==> src/rtl/class_argmax_pkg.sv <==
// Shared constants for the zyNet final-layer argmax stage: default geometry,
// index width and the IDLE/SCAN/DONE state encoding.
package class_argmax_pkg;

  localparam int CA_DATA_WIDTH  = 16;  // dataWidth: one final-layer neuron output
  localparam int CA_NUM_CLASSES = 10;  // numClasses: final-layer neuron count
  localparam int CA_IDX_W       = 32;  // reported index width (AXI register width)

  localparam logic [1:0] IDLE = 2'd0;
  localparam logic [1:0] SCAN = 2'd1;
  localparam logic [1:0] DONE = 2'd2;

  // Counter width for a scan over n elements; never below one bit.
  function automatic int cnt_width(input int n);
    return (n < 2) ? 1 : $clog2(n);
  endfunction

endpackage

==> src/rtl/class_cmp.sv <==
// Signed greater-than on two DATA_WIDTH operands; shared with the
// hardmax/softmax variants of the output stage.
module class_cmp #(
  parameter int DATA_WIDTH = 16
) (
  input  logic [DATA_WIDTH-1:0] i_a,
  input  logic [DATA_WIDTH-1:0] i_b,
  output logic                  o_gt
);

  assign o_gt = $signed(i_a) > $signed(i_b);

endmodule

==> src/rtl/class_argmax.sv <==
// Sequential argmax over the final fully-connected layer outputs, one class
// per cycle. Define CLASS_SCORE_EN to add the o_score (winning value) port.
module class_argmax
  import class_argmax_pkg::*;
#(
  parameter int DATA_WIDTH  = CA_DATA_WIDTH,
  parameter int NUM_CLASSES = CA_NUM_CLASSES,
  parameter int IDX_W       = CA_IDX_W
) (
  input  logic                              s_axi_aclk,
  input  logic                              s_axi_aresetn,
  input  logic                              soft_rst,
  input  logic [NUM_CLASSES*DATA_WIDTH-1:0] i_data,
  input  logic                              i_valid,
  input  logic                              intr_clr,
  output logic                              o_busy,
  output logic [IDX_W-1:0]                  o_index,
  output logic                              o_valid,
  output logic                              intr,
`ifdef CLASS_SCORE_EN
  output logic [DATA_WIDTH-1:0]             o_score,
`endif
  output logic                              o_overrun
);

  localparam int CNT_W = cnt_width(NUM_CLASSES);

  logic [1:0]                        r_state;
  logic [CNT_W-1:0]                  r_cnt;
  logic [NUM_CLASSES*DATA_WIDTH-1:0] r_data;
  logic [DATA_WIDTH-1:0]             r_max_val;
  logic [CNT_W-1:0]                  r_max_idx;
  logic [IDX_W-1:0]                  r_index;
  logic                              r_valid;
  logic                              r_intr;
  logic                              r_overrun;

  logic [DATA_WIDTH-1:0] w_elem;
  logic                  w_gt;
  logic                  w_last;
  logic                  w_accept;
  logic                  w_enter_done;
  logic [DATA_WIDTH-1:0] w_next_val;
  logic [CNT_W-1:0]      w_next_idx;

  assign w_elem       = r_data[int'(r_cnt)*DATA_WIDTH +: DATA_WIDTH];
  assign w_last       = (r_cnt == CNT_W'(NUM_CLASSES - 1));
  assign w_accept     = (r_state == IDLE) && i_valid;
  assign w_enter_done = (r_state == SCAN) && w_last;

  class_cmp #(
    .DATA_WIDTH(DATA_WIDTH)
  ) u_cmp (
    .i_a  (w_elem),
    .i_b  (r_max_val),
    .o_gt (w_gt)
  );

  // Strict greater-than only, so ties keep the earlier (lower) index.
  // NOTE: every always_comb output gets a default first so no latch is inferred.
  always_comb begin
    w_next_val = r_max_val;
    w_next_idx = r_max_idx;
    if (w_gt) begin
      w_next_val = w_elem;
      w_next_idx = r_cnt;
    end
  end

  // NOTE: the latched vector and running max are pure datapath, written only on
  // accept/scan, so they carry no reset; control decides when they are meaningful.
  always_ff @(posedge s_axi_aclk) begin
    if (w_accept) begin
      r_data    <= i_data;
      r_max_val <= i_data[0 +: DATA_WIDTH];
      r_max_idx <= '0;
    end else if (r_state == SCAN) begin
      r_max_val <= w_next_val;
      r_max_idx <= w_next_idx;
    end
  end

  // NOTE: sequential state uses non-blocking assignments only.
  always_ff @(posedge s_axi_aclk or negedge s_axi_aresetn) begin
    if (!s_axi_aresetn) begin
      r_state   <= IDLE;
      r_cnt     <= '0;
      r_index   <= '0;
      r_valid   <= 1'b0;
      r_intr    <= 1'b0;
      r_overrun <= 1'b0;
    end else if (soft_rst) begin
      r_state   <= IDLE;
      r_cnt     <= '0;
      r_index   <= '0;
      r_valid   <= 1'b0;
      r_intr    <= 1'b0;
      r_overrun <= 1'b0;
    end else begin
      r_valid <= 1'b0;
      case (r_state)
        IDLE: begin
          if (i_valid) begin
            r_state <= SCAN;
            r_cnt   <= CNT_W'(1);
          end
        end
        SCAN: begin
          if (w_last) begin
            r_state <= DONE;
            r_index <= IDX_W'(w_next_idx);
            r_valid <= 1'b1;
          end else begin
            r_cnt <= r_cnt + CNT_W'(1);
          end
        end
        DONE:    r_state <= IDLE;
        default: r_state <= IDLE;
      endcase

      // Set is held through the DONE cycle so a coinciding clear loses.
      if (w_enter_done || (r_state == DONE)) begin
        r_intr <= 1'b1;
      end else if (intr_clr) begin
        r_intr <= 1'b0;
      end

      if (i_valid && (r_state != IDLE)) begin
        r_overrun <= 1'b1;
      end
    end
  end

`ifdef CLASS_SCORE_EN
  logic [DATA_WIDTH-1:0] r_score;

  always_ff @(posedge s_axi_aclk or negedge s_axi_aresetn) begin
    if (!s_axi_aresetn) begin
      r_score <= '0;
    end else if (soft_rst) begin
      r_score <= '0;
    end else if (w_enter_done) begin
      r_score <= w_next_val;
    end
  end

  assign o_score = r_score;
`endif

  assign o_busy    = (r_state != IDLE);
  assign o_index   = r_index;
  assign o_valid   = r_valid;
  assign intr      = r_intr;
  assign o_overrun = r_overrun;

endmodule

==> config.mk <==
export PLATFORM = sky130hd
export DESIGN_NAME = class_argmax
export DESIGN_NICKNAME = d
export VERILOG_FILES = /design/src/rtl/class_argmax_pkg.sv /design/src/rtl/class_cmp.sv /design/src/rtl/class_argmax.sv
export SDC_FILE = /design/constraint.sdc
export NUM_CORES = 1
export LEC_CHECK = 0
export ABC_AREA = 1
export CAP_MARGIN = 30
export CORE_MARGIN = 5
export CORE_UTILIZATION = 30
export CTS_BUF_LIST = sky130_fd_sc_hd__clkbuf_2 sky130_fd_sc_hd__clkbuf_4 sky130_fd_sc_hd__clkbuf_8
export CTS_CLUSTER_DIAMETER = 40
export DETAILED_ROUTE_END_ITERATION = 7
export PLACE_DENSITY = 0.49
export RECOVER_POWER = 50
export SYNTH_ARGS = -nofsm -noshare
export SYNTH_HDL_FRONTEND = slang
export SYNTH_HIERARCHICAL = 1
export SYNTH_SLANG_ARGS = --single-unit
==> constraint.sdc <==
create_clock -name s_axi_aclk -period 13.9 [get_ports s_axi_aclk]
set_input_delay 2.78 -clock s_axi_aclk [delete_from_list [all_inputs] [get_ports s_axi_aclk]]
set_output_delay 2.78 -clock s_axi_aclk [all_outputs]
set_load 0.1 [all_outputs]
# Word-level counts from Yosys, hierarchy flattened

Index checks and enable logic that the tools add are counted.

$add $sub $neg: 1
Shift-type cells: 1
Eq/ne operators: 6
$lt $le $gt $ge: 1
Reductions and logical operators: 17
Mux-type cells: 23

Operators by type and width:

| operator              | count |
|---|---|
| $shiftx A160 B9 Y16   | 1 |
| $mux W32              | 3 |
| $mux W16              | 3 |
| $gt A16 B16 Y1        | 1 |
| $mux W4               | 4 |
| $reduce_bool A2 Y1    | 6 |
| $ne A3 B3 Y1 const B  | 3 |
| $mux W1               | 8 |
| $pmux W4 S2           | 1 |
| $mux W2               | 3 |
| $reduce_and A2 Y1     | 3 |
| $reduce_bool A3 Y1    | 2 |
| $add A4 B1 Y4 const B | 1 |
| $eq A4 B4 Y1 const B  | 1 |
| $pmux W2 S2           | 1 |
| $logic_and A1 B1 Y1   | 3 |
| $reduce_and A3 Y1     | 1 |
| $eq A2 B1 Y1 const B  | 1 |
| $eq A2 B2 Y1 const B  | 1 |
| $logic_not A2 Y1      | 1 |
| $logic_or A1 B1 Y1    | 1 |

Logic and storage cells: 58
Output and inout bits: 36
Bits in registers: 221
Input bits: 165

# Longest topological paths before layout

Gate-level depths: netlist (run 1).

Depth in word-level cells: 6
Depth in mapped cells: 26

# Cells and area by module

Netlist (run 1), hierarchy kept.

Modules (own cells, without submodules):

| module       | times used | cells an instance | sequential area each (µm²) | area each (µm²) |
|---|---|---|---|---|
| class_argmax | 1          | 816               | 5690.5                     | 8444.3 |
| class_cmp    | 1          | 75                | 0.0                        | 450.4 |

# Least setup slack after synthesis (run 1)

Ideal clock, no wire load.

Path type: input -> register
Start: input i_valid
End: register r_data[0] (enable)
Setup time: 0.587 ns
Path slack: 5.738 ns
Data required time: 13.313 ns
Arrival: 7.575 ns
Stages: 3
Path through: inv_1 -> nor2_4 -> clkbuf_1

Cells in the longest elaborated chain, start to end: 1

Ends and longest elaborated chain:

| what                   | line               | RTL |
|---|---|---|
| start: declaration     | class_argmax.sv:14 | `input logic i_valid,` |
| $logic_and A1 B1 Y1    | class_argmax.sv:48 | `assign w_accept = (r_state == IDLE) && i_valid;` |
| named net w_accept     | class_argmax.sv:41 | `logic w_accept;` |
| end signal: assignment | class_argmax.sv:74 | `r_data <= i_data;` |
| end: declaration       | class_argmax.sv:30 | `logic [NUM_CLASSES*DATA_WIDTH-1:0] r_data;` |

The timed path passes the listed nets, and every way through them passes these cells.
A chain may end at the register's enable or synchronous reset.

# Worst setup path in the final report (run 1)

Start: register r_state[0]
End: output o_busy

Cells in the longest elaborated chain, start to end: 1

Ends and longest elaborated chain:

| what                     | line                | RTL |
|---|---|---|
| start: declaration       | class_argmax.sv:28  | `logic [1:0] r_state;` |
| start signal: assignment | class_argmax.sv:86  | `r_state <= IDLE;` |
| start signal: assignment | class_argmax.sv:93  | `r_state <= IDLE;` |
| start signal: assignment | class_argmax.sv:104 | `r_state <= SCAN;` |
| $reduce_bool A2 Y1       | class_argmax.sv:150 | `assign o_busy = (r_state != IDLE);` |
| end: declaration         | class_argmax.sv:16  | `output logic o_busy,` |

No other way between the ends.

==> results of run 1 <==
[final cells by class]
| type | count | area (um2) |
|---|---|---|
| antenna | 1 | 2.50 |
| clock buffer | 17 | 234 |
| clock inverter | 15 | 173 |
| fill | 3009 | 18200 |
| inverter | 136 | 518 |
| multi-input combinational | 527 | 2390 |
| sequential | 193 | 5690 |
| tap | 390 | 488 |
| timing repair buffer | 177 | 1780 |
[kinds of logic (layout without fill, tap and decap cells)]
kind of cell / Yosys count / count (layout)
buffers and inverters: 198 / 345
other: 1 / 29
xor gates and xnor gates: 1 / 1
AOI/OAI and AO/OA: 28 / 28
adders and majority gates: 18 / 18
and+or+nand+nor: 452 / 452
DFF: 193 / 193
[sequential cells by signal (all words and copies together) (netlist names)]
register and count:
intr 1, o_index 4, o_overrun 1, o_valid 1, r_cnt 4, r_data 160
r_max_idx 4, r_max_val 16, r_state 2
[critical path, delay by kind of cell, from the launching register on]
family | cells | cell delay, ns
buffers and inverters | 2 | 1.21
DFF | 1 | 0.41
and+or+nand+nor | 1 | 0.11
[power breakdown]
| part | internal (W) | total [W] | switching, W |
|---|---|---|---|
| combinational | 0.000110 | 0.000354 | 0.000244 |
| sequential | 0.000713 | 0.000734 | 0.0000213 |
| clock | 0.000152 | 0.000382 | 0.000231 |
[through the flow]
stage / area, um2 / hold WS (ns) / util [%] / total power, W / setup WS [ns]
after floorplan: 9000 / 0.450 / - / 0.00100 / 5.74
after global placement: 10900 / 0.468 / 36.9 / 0.00111 / 9.11
after detailed placement: 10900 / 0.468 / 36.9 / 0.00111 / 9.13
after CTS: 11300 / 0.488 / 38.3 / 0.00150 / 8.83
after global routing: 11300 / 0.537 / 38.2 / 0.00156 / 8.77
final: 11300 / 0.491 / 38.2 / 0.00147 / 8.93
[how the worst max path moves through the flow]
stage,end,start
3_3_place_gp,r_max_val[7]$_DFFE_PP_,i_valid
6_report,o_busy,r_state[0]$_DFFE_PN0P_
3_5_place_dp,r_max_val[7]$_DFFE_PP_,i_valid
5_1_grt,r_max_val[6]$_DFFE_PP_,r_cnt[0]$_DFFE_PN0P_
4_1_cts,o_busy,r_state[0]$_DFFE_PN0P_
2_1_floorplan,r_data[0]$_DFFE_PP_,i_valid
[per-layer routing]
layer  up-vias  global-route usage [%]
met5         -                       0
met2       204                    22.9
met4         2                    3.54
li1       3146                       -
met3        16                    4.07
met1      3039                    19.9
[placed cells by master (no fill, tap or decap), types with 3 or more instances in the layout]
| master | count |
|---|---|
| o21ai_0 | 5 |
| a21oi_1 | 12 |
| nand3_1 | 107 |
| inv_8 | 4 |
| inv_1 | 128 |
| buf_4 | 3 |
| nor2_1 | 17 |
| ha_1 | 18 |
| clkbuf_8 | 17 |
| inv_2 | 6 |
| nand2_1 | 316 |
| dlygate4sd3_1 | 163 |
| o21ai_1 | 3 |
| inv_6 | 3 |
| edfxtp_1 | 176 |
| clkinv_4 | 4 |
| conb_1 | 28 |
| clkdlybuf4s50_1 | 9 |
| dfrtp_1 | 12 |
| o22ai_1 | 4 |
| dfxtp_1 | 4 |
==> reports/metrics.yaml, run 1 <==
outcome: "completed"
clk_latency_ns: 0.49
synth.top_cell.area_share_pct: 59.4
synth_cells: 891
ctsLongestPathBuffers: 2
synthFlopType: "edfxtp_1"
finalCritPeriodShare_pct: 35.8
drt-met1-wl_um: 11100
die_h_um: 182
viasPerCell: 4.40
cp-start-kind: "flop"
synthSimpleGateAreaFrac_pct: 21.5
critical_path.slowest_cell: "clkdlybuf4s50_1"
fin_setup_tns_ns: 0
netlist_area_mm2: 0.00889
rrSetupSlack_ns: 9.24
crit_type: "reg -> out"
antenna_found_initial: 2
initial_core_util_pct: 30.2
worstPathMaxFanout: 3
cp_data_arrival_time_ns: 2.19
synth_compound_area_share_pct: 1.76
ys_warn_count: 6
hold_class: "reg -> reg"
met2WireLength_um: 11500
port_buffers: 172
layout.cells.non_filler: 1456
synth_top_cell_by_area: "edfxtp_1"
route.met3.wl_um: 1560
die-area_mm2: 0.0332
ff2ff_path_depth: 17
setup_viol: 0
grt_remaining_overflow: 0
clk_pin_slew_ns: 0.11
dp.cells: 1422
num_vias: 6407
drcViolationCount: 0
gp_congestion: 0.793
placementRows: 63
grt_setup_unrepaired: "false"
holdPathStages: 2
drv_slew: 0
drive_above_1_share_pct: 4.98
wl_per_cell_um: 16.8
root_buffer: "clkbuf_8"
slew_headroom_pct: 18.0
final_nets: 1235
yosysSeqAreaShare_pct: 64.0
cts_tree: "yes"
cts_resized: 0
area_delta_synth_final_pct: 26.8
grt_pass1_wl_um: 36500
end_kind: "output port"
drtAntennaViolNets: 0
synthTopCellsByCount: "316 x nand2_1, 176 x edfxtp_1, 127 x inv_1"
avgSynthCellArea_um2: 9.98
core_area_mm2: 0.0295
synthMuxAreaShare_pct: 0
peakVddDrop_uv: 57.2
numClockSinks: 193
grt_max_degree: 178
finalCriticalPeriod_ns: 4.97
finClkSkew_ns: 0.0229
wirelength_um: 24400
synth.distinct_cells: 36
drtIter0Drc: 457
synth_top_family_by_area: "simple AND/OR/NAND/NOR gates"
cap_violations: 0
min_from: "r_max_idx[0]$_SDFFE_PP0N_"
ys_seq_elements: 193
min_to: "r_max_idx[0]$_SDFFE_PP0N_"
grtUsageTotal_pct: 14.5
crit_required_ns: 11.12
tightest_slew_ns: 1.23
die-width_um: 182
powerDensity_mw_per_mm2: 130
fmax_mhz: 201
grt_pass1_vias: 6242
synthAdderAreaFrac_pct: 2.53
p_leak_nw: 4.89
io_pins: 201
synth_edf_count: 176
slowest_delay_ns: 1.15
dp_hpwl_um: 17000
cts_max_level: 4
crit_chain: "inv_2 -> nand2_1 -> clkdlybuf4s50_1"
netlist_top_cells_area: "edfxtp_1 59%, nand2_1 13%, nand3_1 6.0%"
highest_layer: "met5"
finalHoldViolCount: 0
postCtsHoldBufs: 0
cts_setup_buffers: 0
reg2reg_to: "r_max_val[2]$_DFFE_PP_"
cts_inserted_buffers: 17
synth.most_common_cell: "nand2_1"
r2r-start: "r_cnt[0]$_DFFE_PN0P_"
first_pass_iters: 5
synth-xor-area-share_pct: 0.0985
async_reset_ff_share_pct: 6.74
Note: power is estimated with default switching activity, not from simulation.
==> run 2, diff against run 1 <==
PLACE_DENSITY = 0.51   (was 0.49)
clock period = 4.1 ns   (was 13.9 ns; I/O delays follow)
==> run 2 against run 1 <==
  * The flow now finishes with violations (max-capacitance violations, max-slew violations)
  * Clock-buffer cell count rose by 3
  * First-iteration DRC count decreased by 21%
  * Die area is the same
  * Final area grew 0.20%
  * Setup slack worse by 8.5 ns
  * Clock skew decreased by 0.0027 ns
  * Core utilization rose by 0.076 points
  * Critical endpoint is now r_max_val[4]$_DFFE_PP_
  * Sequential cell count is the same
  * Combinational power increased to 3.5 times the previous value
==> reports/metrics.yaml, run 2 (same netlist as run 1, synthesis figures left out) <==
whs_ns: 0.495  # +0.00445 ns
finalCritPeriodShare_pct: 90.7
final_cell_mix: "316 x nand2_1, 176 x edfxtp_1, 163 x dlygate4sd3_1"
dp_hpwl_um: 17100  # +0.97%
num_vias: 6235  # -2.7%
postCtsHoldBufs: 0  # unchanged
slew_headroom_pct: -31.1  # -49 points
cts_tree: "yes"
grt_pass1_vias: 6364  # +2.0%
regMostFlops: "r_data"
min_to: "r_max_idx[0]$_SDFFE_PP0N_"
final_nets: 1242  # +0.57%
grt_pass1_wl_um: 36000  # -1.3%
finClkSkew_ns: 0.0202  # -0.00271 ns
final_common_cell: "nand2_1"
grt_max_degree: 83  # -53%
fin_util_pct: 38.3  # +0.076 points
initial_core_util_pct: 30.2  # unchanged
p_leak_nw: 4.90  # +0.31%
worst_slack_ns: 0.381  # -8.54 ns
dp.cells: 1430  # +0.56%
powerDensity_mw_per_mm2: 433  # +230%
r2r-start: "r_cnt[2]$_DFFE_PN0P_"
crit_chain: "inv_4 -> nand3_1 -> nand3_1 -> nand2_1 -> ha_1 -> a21oi_1 -> o21ai_0 -> a21oi_1 -> nand2_1 -> nand2_1 -> nand2_1 -> nor2_2 -> nand2_1 -> nand2_1 -> buf_4"
reg_top3: "r_data (160), r_max_val (16)"
dp_slack_ns: 0.342  # -8.79 ns
io_pins: 201  # unchanged
cp-start-kind: "flop"
cts_inserted_buffers: 17  # unchanged
antenna_found_initial: 2  # unchanged
finalCriticalPeriod_ns: 3.72
min_from: "r_max_idx[0]$_SDFFE_PP0N_"
die-area_mm2: 0.0332  # unchanged
cts_max_level: 4  # unchanged
drcViolationCount: 0  # unchanged
port_buffers: 172  # unchanged
holdPathStages: 2  # unchanged
peakVddDrop_uv: 192  # +230%
largest_reg_flops: 160  # unchanged
cp_data_arrival_time_ns: 3.89  # +1.70 ns
wirelength_um: 23600  # -3.6%
critical_path.slowest_cell: "dfrtp_1"
clk_pin_slew_ns: 0.09  # -0.02 ns
cts_resized: 0  # unchanged
wl_per_cell_um: 16.1  # -3.9%
crit_type: "reg -> reg"
crit_required_ns: 4.27  # -6.85 ns
first_pass_iters: 4  # -1
outcome: "finished, violations left"
tightest_slew_ns: 1.97  # +0.736 ns
grt_remaining_overflow: 0  # unchanged
clk_latency_ns: 0.47  # -0.02 ns
area_delta_synth_final_pct: 27.0
drtAntennaViolNets: 0  # unchanged
die-width_um: 182  # unchanged
drive_above_1_share_pct: 5.42  # +0.44 points
drv_slew: 83  # +83
reg2reg_to: "r_max_val[4]$_DFFE_PP_"
ctsLongestPathBuffers: 2  # unchanged
die_h_um: 182  # unchanged
rrSetupSlack_ns: 0.38  # -8.86 ns
grtUsageTotal_pct: 14.3  # -0.24 points
root_buffer: "clkbuf_8"
area.sequential_mm2: 0.00569  # unchanged
fillers: 2974  # -1.2%
gp_congestion: 0.848  # +7.0%
fin_setup_tns_ns: 0  # unchanged
viasPerCell: 4.27  # -3.0%
end_kind: "flop"
cts_setup_buffers: 0  # unchanged
drtIter0Drc: 362  # -21%
violations: "max-capacitance violations, max-slew violations"
cp_common_cell: "nand2_1"
layout.cells.non_filler: 1461  # +0.34%
slowest_delay_ns: 1.03  # -0.12 ns
worstPathMaxFanout: 22  # +19
setup_viol: 0  # unchanged
grt_setup_unrepaired: "false"
hold_class: "reg -> reg"
fmax_mhz: 269
finalHoldViolCount: 0  # unchanged
ff2ff_path_depth: 15  # -2
cap_violations: 1  # +1
numClockSinks: 193  # unchanged
multi_input_area_mm2: 0.00240  # +0.68%
placementRows: 63  # unchanged
core_area_mm2: 0.0295  # unchanged
## run 2: worst max-delay path, delay by kind of cell, from the launching register on
family | cells | cell delay (ns)
AOI/OAI and AO/OA | 3 | 0.38
adders and majority gates | 1 | 0.27
buffers and inverters | 2 | 0.47
DFF | 1 | 1.03
and+or+nand+nor | 9 | 1.26
## run 2: final cells by class
class,instances,area share [%]
clock inverter,10,0.786
tap,390,4.32
antenna,1,0.0222
timing repair buffer,184,16.3
inverter,136,4.59
sequential,193,50.4
clock buffer,20,2.27
multi-input combinational,527,21.3
## run 2: layer usage
layer / up-vias / share of wire [%] / GRT usage (%) / wire [um]
met3: 30 / 5.6 / 3.37 / 1310
li1: 3153 / - / - / -
met2: 193 / 47 / 23.1 / 11200
met4: 2 / 2.2 / 4.92 / 514
met5: - / 0.064 / 0 / 15
met1: 2857 / 45 / 18.9 / 10600
## run 2: worst max path at each step
stage | start | end | slack (ns)
after global routing | r_cnt[2]$_DFFE_PN0P_ | r_max_val[4]$_DFFE_PP_ | 0.03
final | r_cnt[2]$_DFFE_PN0P_ | r_max_val[4]$_DFFE_PP_ | 0.38
after detailed placement | r_cnt[2]$_DFFE_PN0P_ | r_max_val[15]$_DFFE_PP_ | 0.34
after global placement | r_cnt[2]$_DFFE_PN0P_ | r_max_val[7]$_DFFE_PP_ | 0.50
after CTS | r_cnt[2]$_DFFE_PN0P_ | r_max_val[7]$_DFFE_PP_ | 0.33
after floorplan | r_state[0]$_DFFE_PN0P_ | r_data[0]$_DFFE_PP_ | 0.006
## run 2: power by group
group / switching, W / internal, W
clock: 0.000676 / 0.000493
sequential: 0.0000585 / 0.00242
combinational: 0.000849 / 0.000396
total: 0.00158 / 0.00330
## run 2: per-stage QoR
step	instance area [um2]	total power, W
after floorplan	9000	0.00338
after global placement	11000	0.00381
after detailed placement	11000	0.00382
after CTS	11300	0.00500
after global routing	11300	0.00518
final	11300	0.00489
==> run 3, diff against run 2 <==
ABC_AREA = unset   (was 1)
PLACE_DENSITY = 0.52   (was 0.51)
==> run 3 against run 2 <==
  * The flow finishes with violations (max-capacitance violations)
  * Area after synthesis is 4.5% lower
  * Global-route usage is 0.56 points lower
  * Final area is 1.8% lower
  * Critical endpoint is now r_max_val[8]$_DFFE_PP_
  * Largest cell class unchanged
==> reports/metrics.yaml, run 3 <==
outcome: "finished, violations left"
violations: "max-capacitance violations"
synth.top_cell.area_share_pct: 62.2  # +2.8 points
grt_setup_unrepaired: "false"
drcViolationCount: 0  # unchanged
wl_per_cell_um: 19.6  # +21%
clk_pin_slew_ns: 0.11  # +0.02 ns
die-area_mm2: 0.0318  # -4.3%
regMostFlops: "r_data"
port_buffers: 172  # unchanged
ff2ff_path_depth: 13  # -2
yosysSeqAreaShare_pct: 67.0  # +3.0 points
die-width_um: 178  # -2.2%
peakVddDrop_uv: 236  # +23%
drive_above_1_share_pct: 10.9  # +5.5 points
hold_class: "reg -> reg"
reg_top3: "r_data (160), r_max_val (16)"
numClockSinks: 193  # unchanged
switching_power_w: 0.00128  # -19%
gp_congestion: 0.758  # -11%
final_cell_mix: "176 x edfxtp_1, 162 x dlygate4sd3_1, 39 x mux2i_1"
placementRows: 61  # -3.2%
fin_setup_tns_ns: 0  # unchanged
dp_hpwl_um: 16200  # -5.8%
reg2reg_to: "r_max_val[8]$_DFFE_PP_"
synth_edf_count: 176  # unchanged
fin_util_pct: 39.8  # +1.5 points
synth_top_cell_by_area: "edfxtp_1"
fillers: 2593  # -13%
finalCriticalPeriod_ns: 3.73  # +0.0125 ns
whs_ns: 0.469  # -0.0266 ns
area_delta_synth_final_pct: 30.7
die_h_um: 178  # -2.2%
async_reset_ff_share_pct: 6.74  # unchanged
dp.cells: 1089  # -24%
synth_cells: 546  # -39%
synthFlopType: "edfxtp_1"
crit_type: "reg -> reg"
setup_viol: 0  # unchanged
cts_max_level: 4  # unchanged
netlist_area_mm2: 0.00849  # -4.5%
tightest_slew_ns: 1.47  # -0.501 ns
seq_power_share_pct: 53.6  # +3.0 points
root_buffer: "clkbuf_8"
grt_pass1_vias: 5691  # -11%
finalHoldViolCount: 0  # unchanged
grt_remaining_overflow: 0  # unchanged
cts_inserted_buffers: 17  # unchanged
drtAntennaViolNets: 0  # unchanged
viasPerCell: 4.79  # +12%
synthTopCellsByCount: "176 x edfxtp_1, 39 x mux2i_1, 31 x buf_4"
ys_seq_elements: 193  # unchanged
clk_latency_ns: 0.47  # about the same
io_pins: 201  # unchanged
synth.most_common_cell: "edfxtp_1"
avgSynthCellArea_um2: 15.6  # +56%
drv_slew: 0  # -100%
fmax_mhz: 268  # -0.34%
antenna_found_initial: 1  # -1
p_int_w: 0.00308  # -6.7%
initial_core_util_pct: 30.5  # +0.31 points
finalCritPeriodShare_pct: 91.0  # +0.31 points
drtIter0Drc: 321  # -11%
end_kind: "flop"
grtUsageTotal_pct: 13.7  # -0.56 points
rrSetupSlack_ns: 0.37  # about the same
layout.cells.non_filler: 1123  # -23%
slew_headroom_pct: 2.25  # +33 points
cap_violations: 1  # unchanged
ctsLongestPathBuffers: 2  # unchanged
ys_warn_count: 6  # unchanged
cp-start-kind: "flop"
final_common_cell: "edfxtp_1"
p_leak_nw: 3.97  # -19%
switching_share_pct: 29.4  # -3.0 points
largest_reg_flops: 160  # unchanged
powerDensity_mw_per_mm2: 393  # -9.1%
cts_tree: "yes"
grt_pass1_wl_um: 32700  # -9.0%
netlist_top_cells_area: "edfxtp_1 62%, mux2i_1 4.6%, mux4_2 4.2%"
crit_required_ns: 4.28  # about the same
pwr-share-comb_pct: 16.3  # -9.2 points
final_nets: 914  # -26%
p_clk_share_pct: 30.1  # +6.2 points
crit_start: "r_cnt[0]$_DFFE_PN0P_"
grt_max_degree: 68  # -18%
first_pass_iters: 4  # unchanged
finClkSkew_ns: 0.0207  # +0.000508 ns
num_vias: 5381  # -14%
synth.distinct_cells: 46  # +28%
worstPathMaxFanout: 13  # -41%
r2r-start: "r_cnt[0]$_DFFE_PN0P_"
core_area_mm2: 0.0279  # -5.5%
cp_data_arrival_time_ns: 3.92  # +0.03 ns
setup.worst_path.end: "r_max_val[8]$_DFFE_PP_"
wirelength_um: 22000  # -6.7%
-- run 3: cell types whose count changed after synthesis, sizes merged, moves of 17 or more --
cell	previous run	this run
nand2	317	21
inv	135	19
nand3	108	4
mux2i	0	39
a31oi	0	17
-- run 3: worst max-delay path: stages (launching register included) --
cell	delay (ns)
dfrtp_4	0.65
buf_12	0.23
mux4_2	0.53
nor2_1	0.19
o21ai_1	0.11
ha_1	0.20
a41o_1	0.23
a21oi_1	0.14
nor3_1	0.07
nor4b_1	0.36
mux2i_1	0.29
nand3b_1	0.13
nand2_1	0.13
buf_4	0.18
-- run 3: area by class of cell --
class	count	area (um2)	share of cell area, %
Multi-Input combinational cell	301	2460	22.2
Timing Repair Buffer	199	1950	17.6
Clock inverter	15	206	1.86
Antenna cell	1	2.50	0.0226
Inverter	19	75.1	0.677
Sequential cell	193	5690	51.3
Clock buffer	17	234	2.11
Tap cell	378	473	4.26
-- run 3: routing by layer --
metal | global-route usage [%] | up-vias | routed length [um]
met4 | 4.00 | 0 | 374
li1 | - | 2465 | -
met5 | 0 | - | 0
met2 | 22.4 | 250 | 10600
met1 | 18.1 | 2643 | 9300
met3 | 3.45 | 23 | 1650
-- run 3: per-stage QoR --
step                power [W]  setup slack (ns)  cell area, um2
floorplan             0.00284             0.129            8590
global placement      0.00311             0.278           10600
detailed placement    0.00313             0.229           10600
CTS                   0.00444             0.189           11100
global route          0.00455         0.0000164           11100
finish                0.00436             0.369           11100
-- run 3: logic make-up after synthesis --
family / share of synthesized area (%)
AO/OA/AOI/OAI: 7.99
adder cells (fa/ha/maj): 2.65
buffers and inverters: 5.33
flip-flops: 67.0
multiplexers: 11.0
other: 0.0442
AND/OR/NAND/NOR: 6.01
-- run 3: worst min-delay path by stage --
stage                                           end                      start  depth (start not counted)
after global placement    r_max_idx[1]$_SDFFE_PP0N_  r_max_idx[1]$_SDFFE_PP0N_                          2
after floorplan           r_max_idx[1]$_SDFFE_PP0N_  r_max_idx[1]$_SDFFE_PP0N_                          2
after global routing      r_max_idx[2]$_SDFFE_PP0N_  r_max_idx[2]$_SDFFE_PP0N_                          2
after CTS                 r_max_idx[2]$_SDFFE_PP0N_  r_max_idx[2]$_SDFFE_PP0N_                          2
final                     r_max_idx[2]$_SDFFE_PP0N_  r_max_idx[2]$_SDFFE_PP0N_                          2
after detailed placement  r_max_idx[2]$_SDFFE_PP0N_  r_max_idx[2]$_SDFFE_PP0N_                          2
-- run 3: repair_timing --
| action | 4_1_cts | 5_1_grt |
|---|---|---|
| hold buffers | 0 | 0 |
| buffers inserted | 0 | 1 |
| endpoints found under the setup margin | 0 | 24 |
| gates resized for setup | 0 | 1 |
-- run 3: power by group through the flow --
stage | sequential (W) | clock (W) | combinational, W
floorplan | 0.00237 | 0 | 0.000470
CTS | 0.00235 | 0.00136 | 0.000742
finish | 0.00234 | 0.00131 | 0.000711
global placement | 0.00239 | 0 | 0.000728
detailed placement | 0.00239 | 0 | 0.000739
global route | 0.00235 | 0.00143 | 0.000772
